===== src/rtl/tpumac_pkg.sv =====
// Shared definitions for the tpumac systolic row: default geometry and
// signed saturation limits used by every MAC cell.
package tpumac_pkg;

  localparam int unsigned DEF_BITS_AB = 8;
  localparam int unsigned DEF_BITS_C  = 16;
  localparam int unsigned DEF_COLS    = 4;

  function automatic logic signed [63:0] sat_max(input int unsigned bits);
    return (64'sd1 <<< (bits - 1)) - 64'sd1;
  endfunction

  function automatic logic signed [63:0] sat_min(input int unsigned bits);
    return -(64'sd1 <<< (bits - 1));
  endfunction

endpackage


===== src/rtl/tpumac_sat_cell.sv =====
// One systolic MAC cell: A/B operand registers, accumulator with optional
// saturation, and a sticky overflow flag.
module tpumac_sat_cell
  import tpumac_pkg::*;
#(
  parameter int unsigned BITS_AB = DEF_BITS_AB,
  parameter int unsigned BITS_C  = DEF_BITS_C
) (
  input  logic                      clk,
  input  logic                      rst_n,
  input  logic                      en,
  input  logic                      wr_en,
  input  logic                      clr,
  input  logic                      sat_en,
  input  logic signed [BITS_AB-1:0] a_in,
  input  logic signed [BITS_AB-1:0] b_in,
  input  logic signed [BITS_C-1:0]  c_in,
  output logic signed [BITS_AB-1:0] a,
  output logic signed [BITS_AB-1:0] b,
  output logic signed [BITS_C-1:0]  c,
  output logic                      ovf
);

  localparam logic signed [BITS_C-1:0] C_MAX = BITS_C'(sat_max(BITS_C));
  localparam logic signed [BITS_C-1:0] C_MIN = BITS_C'(sat_min(BITS_C));
  localparam int unsigned PW = 2 * BITS_AB;

  logic signed [PW-1:0]     prod;
  logic        [BITS_C:0]   sum;
  logic                     ovf_now;
  logic signed [BITS_C-1:0] res;

  // One guard bit above the accumulator: overflow iff the top two bits differ.
  always_comb begin
    prod    = a_in * b_in;
    sum     = {{(BITS_C + 1 - PW){prod[PW-1]}}, prod} + {c[BITS_C-1], c};
    ovf_now = sum[BITS_C] ^ sum[BITS_C-1];
    res     = sum[BITS_C-1:0];
    if (ovf_now && sat_en) begin
      res = sum[BITS_C] ? C_MIN : C_MAX;
    end
  end

  always_ff @(posedge clk or negedge rst_n) begin
    if (!rst_n) begin
      a   <= '0;
      b   <= '0;
      c   <= '0;
      ovf <= 1'b0;
    end else begin
      if (en) begin
        a <= a_in;
        b <= b_in;
      end
      if (clr) begin
        c   <= '0;
        ovf <= 1'b0;
      end else if (en) begin
        if (wr_en) begin
          c   <= c_in;
          ovf <= 1'b0;
        end else begin
          c   <= res;
          ovf <= ovf | ovf_now;
        end
      end
    end
  end

endmodule


===== src/rtl/tpumac_row.sv =====
// One-dimensional systolic MAC row: COLS cells sharing an A stream that is
// registered cell to cell, each with its own B operand and accumulator.
module tpumac_row
  import tpumac_pkg::*;
#(
  parameter int unsigned BITS_AB = DEF_BITS_AB,
  parameter int unsigned BITS_C  = DEF_BITS_C,
  parameter int unsigned COLS    = DEF_COLS
) (
  input  logic                           clk,
  input  logic                           rst_n,
  input  logic                           en,
  input  logic                           WrEn,
  input  logic                           clr,
  input  logic                           sat_en,
  input  logic signed [BITS_AB-1:0]      Ain,
  input  logic [COLS-1:0][BITS_AB-1:0]   Bin,
  input  logic [COLS-1:0][BITS_C-1:0]    Cin,
  output logic signed [BITS_AB-1:0]      Aout,
  output logic [COLS-1:0][BITS_AB-1:0]   Bout,
  output logic [COLS-1:0][BITS_C-1:0]    Cout,
  output logic [COLS-1:0]                ovf
);

  if (BITS_C < 2 * BITS_AB) begin : g_bad_bits_c
    $error("tpumac_row: BITS_C must be >= 2*BITS_AB");
  end
  if (COLS < 1) begin : g_bad_cols
    $error("tpumac_row: COLS must be >= 1");
  end

  logic [COLS-1:0][BITS_AB-1:0] a_reg;
  logic [COLS-1:0][BITS_AB-1:0] a_feed;

  for (genvar k = 0; k < COLS; k++) begin : g_cell
    if (k == 0) begin : g_head
      assign a_feed[k] = Ain;
    end else begin : g_chain
      assign a_feed[k] = a_reg[k-1];
    end

    tpumac_sat_cell #(
      .BITS_AB (BITS_AB),
      .BITS_C  (BITS_C)
    ) u_cell (
      .clk    (clk),
      .rst_n  (rst_n),
      .en     (en),
      .wr_en  (WrEn),
      .clr    (clr),
      .sat_en (sat_en),
      .a_in   (a_feed[k]),
      .b_in   (Bin[k]),
      .c_in   (Cin[k]),
      .a      (a_reg[k]),
      .b      (Bout[k]),
      .c      (Cout[k]),
      .ovf    (ovf[k])
    );
  end

  assign Aout = a_reg[COLS-1];

endmodule

===== config.mk =====
export PLATFORM = sky130hd
export DESIGN_NAME = tpumac_row
export DESIGN_NICKNAME = d
export VERILOG_FILES = /design/src/rtl/tpumac_pkg.sv /design/src/rtl/tpumac_sat_cell.sv /design/src/rtl/tpumac_row.sv
export SDC_FILE = /design/constraint.sdc
export NUM_CORES = 1
export LEC_CHECK = 0
export CORE_MARGIN = 2
export CORE_UTILIZATION = 50
export CTS_CLUSTER_DIAMETER = 100
export DETAILED_ROUTE_END_ITERATION = 8
export PLACE_DENSITY = 0.82
export SETUP_SLACK_MARGIN = 0.1
export SLEW_MARGIN = 0
export SYNTH_ARGS = -nofsm -noshare
export SYNTH_HDL_FRONTEND = slang
export SYNTH_SLANG_ARGS = --single-unit

===== constraint.sdc =====
create_clock -name clk -period 6.8 [get_ports clk]
set_clock_uncertainty 0.15 [all_clocks]
set_input_delay 1.36 -clock clk [delete_from_list [all_inputs] [get_ports clk]]
set_output_delay 1.36 -clock clk [all_outputs]
set_load 0.005 [all_outputs]

Word level (Yosys, flattened, before mapping)
Index checks and enable logic that the tools add are counted.
{"block": "op_classes", "addsub": 4, "mul": 4, "muxes": 32, "bitwise": 8, "n_reduce_logical": 5}
{"op": "16-bit two-way mux", "count": 20}
{"op": "16-bit by 16-bit adder with 17-bit output", "count": 4}
{"op": "8-bit by 8-bit multiplier with 16-bit output", "count": 4}
{"op": "1-bit two-way mux", "count": 12}
{"op": "1-bit logical AND", "count": 4}
{"op": "1-bit OR", "count": 4}
{"op": "1-bit bitwise XOR", "count": 4}
{"op": "2-bit nonzero test", "count": 1}
{"block": "word_totals", "regBits": 132, "inputBits": 110, "output_inout_bits": 108, "elab_cells": 69}

Depth between registers and ports, before layout
{"block": "logic_depth", "depth_word": 8, "mapped_depth": 21, "ltp_nobuf": 19}

Cells and area by module
A second synthesis with hierarchy kept.
{"block": "hier_totals", "hier_cells": 1837, "area_unflattened_um2": 18800.5}
{"module": "tpumac_sat_cell at g_cell[1].u_cell ...", "instances": 2, "cells_each": 459, "area_each_um2": 4694.5, "seq_area_each_um2": 825.8}
{"module": "tpumac_sat_cell at g_cell[0].u_cell", "instances": 1, "cells_each": 460, "area_each_um2": 4712.0, "seq_area_each_um2": 825.8}
{"module": "tpumac_sat_cell at g_cell[3].u_cell", "instances": 1, "cells_each": 459, "area_each_um2": 4699.5, "seq_area_each_um2": 825.8}

Least setup slack after synthesis
Ideal clock, no wire load.
{"block": "synth_path", "path_type": "input to register", "startpoint": "input port Bin[8] in the netlist's numbering", "endpoint": "register g_cell[1].u_cell.c[2]", "setup_time_ns": 0.124, "t_arrival_ns": 6.488, "t_required_ns": 6.526, "path_slack_ns": 0.039, "cell_stages": 18, "n_path_buf": 2, "path_cell_list": "clkbuf_1 and2_1 inv_1 fa_1 inv_1 fa_1 fa_1 fa_1 fa_1 ha_1 o21ai_0 a21oi_2 o21ai_1 o21ai_1 xnor2_1 o31a_1 buf_2 a211o_1"}
{"block": "synth_via", "elab_chain_cells": 8, "elab_cells_between_ends": 9, "cone_classes": "add/sub (1); mul (1); mux (5); bitwise (1); reduce/logical (1)"}
{"item": "start, declared", "line_no": "tpumac_row.sv:17", "text": "input logic [COLS-1:0][BITS_AB-1:0] Bin,"}
{"item": "8-bit by 8-bit multiplier with 16-bit output (*)", "line_no": "tpumac_sat_cell.sv:35", "text": "prod = a_in * b_in;"}
{"item": "16-bit by 16-bit adder with 17-bit output (*)", "line_no": "tpumac_sat_cell.sv:36", "text": "sum = {{(BITS_C + 1 - PW){prod[PW-1]}}, prod} + {c[BITS_C-1], c};"}
{"item": "1-bit bitwise XOR", "line_no": "tpumac_sat_cell.sv:37", "text": "ovf_now = sum[BITS_C] ^ sum[BITS_C-1];"}
{"item": "1-bit logical AND", "line_no": "tpumac_sat_cell.sv:39", "text": "if (ovf_now && sat_en) begin"}
{"item": "16-bit two-way mux (*)", "line_no": "tpumac_sat_cell.sv:39"}
{"item": "16-bit two-way mux (*)", "line_no": "tpumac_sat_cell.sv:59", "text": "if (wr_en) begin"}
{"item": "16-bit two-way mux (*)", "line_no": "tpumac_sat_cell.sv:58", "text": "end else if (en) begin"}
{"item": "16-bit two-way mux (*)", "line_no": "tpumac_sat_cell.sv:55", "text": "if (clr) begin"}
{"item": "end signal, assigned", "line_no": "tpumac_sat_cell.sv:60", "text": "c <= c_in;"}
{"item": "end signal, assigned", "line_no": "tpumac_sat_cell.sv:63", "text": "c <= res;"}
{"item": "end, declared", "line_no": "tpumac_sat_cell.sv:20", "text": "output logic signed [BITS_C-1:0] c,"}
Mark *: on every way between the ends. The rest lies on a longest branch, timed or not. The select of a mux whose other input is x is not followed.
A chain may end at the register's enable or synchronous reset.

Worst setup path after layout
{"block": "layout_path", "startpoint": "input port Bin[10] in the netlist's numbering", "endpoint": "register g_cell[1].u_cell.c[6]"}
The elaborated chain is that of the path after synthesis.

==> results by group <==
Clocking
  • CTS Buf Count: 17
  • Hold_buf cts: 0
  • Worst skew pair latency: 0.46 ns
  • Clock slew at reported path FFs: 0.07 ns
  • Clk root buf: clkbuf_16
  • H-tree levels: 4
  • Setup Buffers After CTS: 0
  • Clock Sinks: between 100 and 150
  • CTS max path bufs: 2
  • TritonCTS clock tree: done

Setup path
  • Worst Path Buf+Inv: 5
  • Most common cell on crit path: fa_1
  • Crit path DAT: 6.73 ns
  • Crit-path max cell delay: 0.59 ns
  • Critical path cell sequence: clkdlybuf4s50_1, buf_4, and2_1, fa_1, fa_1, inv_1, fa_1, inv_1, fa_1, fa_1, ha_1, o21ai_1, o211ai_1, and2_1, a31o_1, xor2_1, o31a_1, buf_12, a311o_1
  • Highest-delay cell along the critical path: clkdlybuf4s50_1
  • CP Capture Type: flop
  • CP Launch Type: input port
  • CP required: ~7.0 ns
  • CP delay by family, top: adder cells
  • Crit-path max FO: 13
  • Setup CP Type: input port to flop

Route
  • Via density: between 5 and 6
  • DR iter-0 viols: slightly above 800
  • DRT Pass-1 Iters: 5
  • Met2 Wirelength: 24950 um
  • Total wire length: ~49000 um
  • Number of remaining DRC errors: 0
  • DR top layer: met4
  • Antenna-violating nets left: 0
  • Met3 wire len: between 2000 and 3000 um
  • Via Count: approximately 14000
  • Met1 wire length: about 19000 um
  • Avg WL per Cell: approximately 19 um

Worst hold path
  • Hold Crit Class: flop to flop

Yosys
  • Cell Area, Synth: 18040 um^2
  • Async SR Flop Fraction: 1.000
  • Synthesized flop and latch total: 132
  • Post-synthesis cell type count: 43
  • Top post-synthesis cells by area: fa_1 34%, dfrtp_1 18%, ha_1 11%
  • Seq/Total Area, Yosys: 0.1831
  • Post-synth EDFFs: 0
  • Synthesized net count: 2347
  • Main synth FF type: dfrtp_1
  • Synth top cells by count: 362 x inv_1, 304 x fa_1, 156 x ha_1
  • Post-synthesis instance total: about 1800
  • Yosys Warn Count: 0
  • Largest area contributor in the netlist: fa_1
  • Most common cell in the netlist: inv_1
  • Yosys top cell area share: 0.3373
  • Synthesized area per cell: about 10 um^2

GRT
  • Initial antenna violation count: 2
  • GRT overflow: 0
  • Pin count of the biggest net entering global routing: approximately 80
  • First-pass GRT wire length: 80790 um
  • Vias in the first global route: between 15000 and 20000
  • Gr usage total: 0.2714

Cells and area
  • Area grow syn2layout: 22.92%
  • Multi-input logic area: 13120 um^2
  • Filler cells: 2758
  • Sequential Area: roughly 3300 um^2
  • Layout cell share with drive strength beyond 1: 0.1258
  • Max reg flops: 64
  • Layout Nets: approximately 2600
  • Final core occ: 0.6235

Timing
  • Worst Tran Pin Value: around 0.93 ns
  • Final Cycle Share: 0.9633
  • Final critical-path required period: 6.550 ns
  • RSZ-0062 raised after global routing: false
  • Final Slew Violations: 0
  • Fin. Hold Viols: 0
  • Final setup fails: 0
  • Final worst slack: between 0.2 and 0.25 ns
  • F_max: between 0.15 and 0.2 GHz
  • Relative slew slack: 0.3793

Die
  • IO Count: approximately 220
  • Die width: roughly 190 um
  • Core area: between 30000 and 40000 um^2
  • Num rows: between 60 and 70
  • DIE AREA: 37620 um^2
  • Initial Util: 0.5073
  • Die height: around 190 um

Place
  • Post-DP HPWL: about 38000 um
  • Port bufs: around 220
  • GPL Wtd Cong: 0.9107
  • Worst slack at placement: -0.2544 ns

Run
  • Maxcap violations: 0

Run status
  • Status: finished clean
[cells by family (layout without fill, tap and decap cells)]
group / after synthesis / in the layout / share of synthesized area
and+or+nand+nor: 364 / 364 / 0.09923
muxes: 67 / 67 / 0.04181
other: 0 / 2 / 0
buffers and inverters: 434 / 746 / 0.09237
adders and majority gates: 460 / 460 / 0.4455
AOI/OAI and AO/OA: 249 / 250 / 0.1032
DFF: 132 / 132 / 0.1831
xor gates and xnor gates: 71 / 71 / 0.03488
[layout make-up]
| type | count | share of cell area |
|---|---|---|
| repair buffers | 347 | 0.1432 |
| multi-input cells | 1212 | 0.5917 |
| clock buffers | 17 | 0.01918 |
| well taps | 461 | 0.02601 |
| flip-flops and latches | 132 | 0.1489 |
| inverters | 367 | 0.06211 |
| clock inverters | 15 | 0.008575 |
| diodes | 2 | 0.0002257 |
[stage by stage]
stage / hold WS, ns / setup TNS (ns) / cells / instance area [um^2]
3_5_place_dp: 0.3239 / -10.92 / 2518 / 21500
5_1_grt: 0.3757 / 0 / 2553 / 22180
2_1_floorplan: 0.3010 / 0 / 1777 / 18050
6_report: 0.3359 / 0 / 2553 / 22180
3_3_place_gp: 0.3216 / -3.934 / 2518 / 21500
4_1_cts: 0.3391 / 0 / 2550 / 22120
[path summary, 6_finish.rpt]
kind / startpoint / end / slack [ns] / depth (start not counted)
max in group asynchronous: rst_n / g_cell[1].u_cell.c[15]$_DFFE_PN0P_ / 4.40 / 2
max reg2reg: g_cell[1].u_cell.a[7]$_DFFE_PN0P_ / g_cell[2].u_cell.c[1]$_DFFE_PN0P_ / 1.20 / 14
min reg2reg: g_cell[0].u_cell.ovf$_DFFE_PN0P_ / g_cell[0].u_cell.ovf$_DFFE_PN0P_ / 0.34 / 2
min in group asynchronous: rst_n / g_cell[0].u_cell.c[9]$_DFFE_PN0P_ / 0.82 / 1
min: g_cell[0].u_cell.ovf$_DFFE_PN0P_ / g_cell[0].u_cell.ovf$_DFFE_PN0P_ / 0.34 / 2
max: Bin[10] / g_cell[1].u_cell.c[6]$_DFFE_PN0P_ / 0.25 / 19
[per-layer routing]
metal,up-vias,global-route usage
met5,-,0
met4,0,0.1010
met3,118,0.05218
met2,436,0.4723
met1,7034,0.3354
li1,6203,-
[worst min-delay path, stage by stage (launching register included)]
cell and delay (ns):
dfrtp_1 0.35, nand2_1 0.04, o21ai_0 0.06
[cell usage in the layout, fill, tap and decap left out, drive strengths merged, types with 47 or more instances in the layout]
| cell | instances |
|---|---|
| and2 | 137 |
| mux2 | 67 |
| dfrtp | 132 |
| fa | 304 |
| a211o | 48 |
| o21ai | 47 |
| xnor2 | 59 |
| ha | 156 |
| nand2 | 136 |
| buf | 132 |
| clkdlybuf4s50 | 208 |
| inv | 371 |
| a22o | 52 |
| nor2 | 58 |
[what timing repair did]
action	in CTS	in global routing
endpoints found under the hold margin	0	0
endpoints found under the setup margin	0	60
resized for setup	0	21
Power is not shown: default switching activity piles up to over one toggle a cycle in this logic, so the estimate is an artifact.
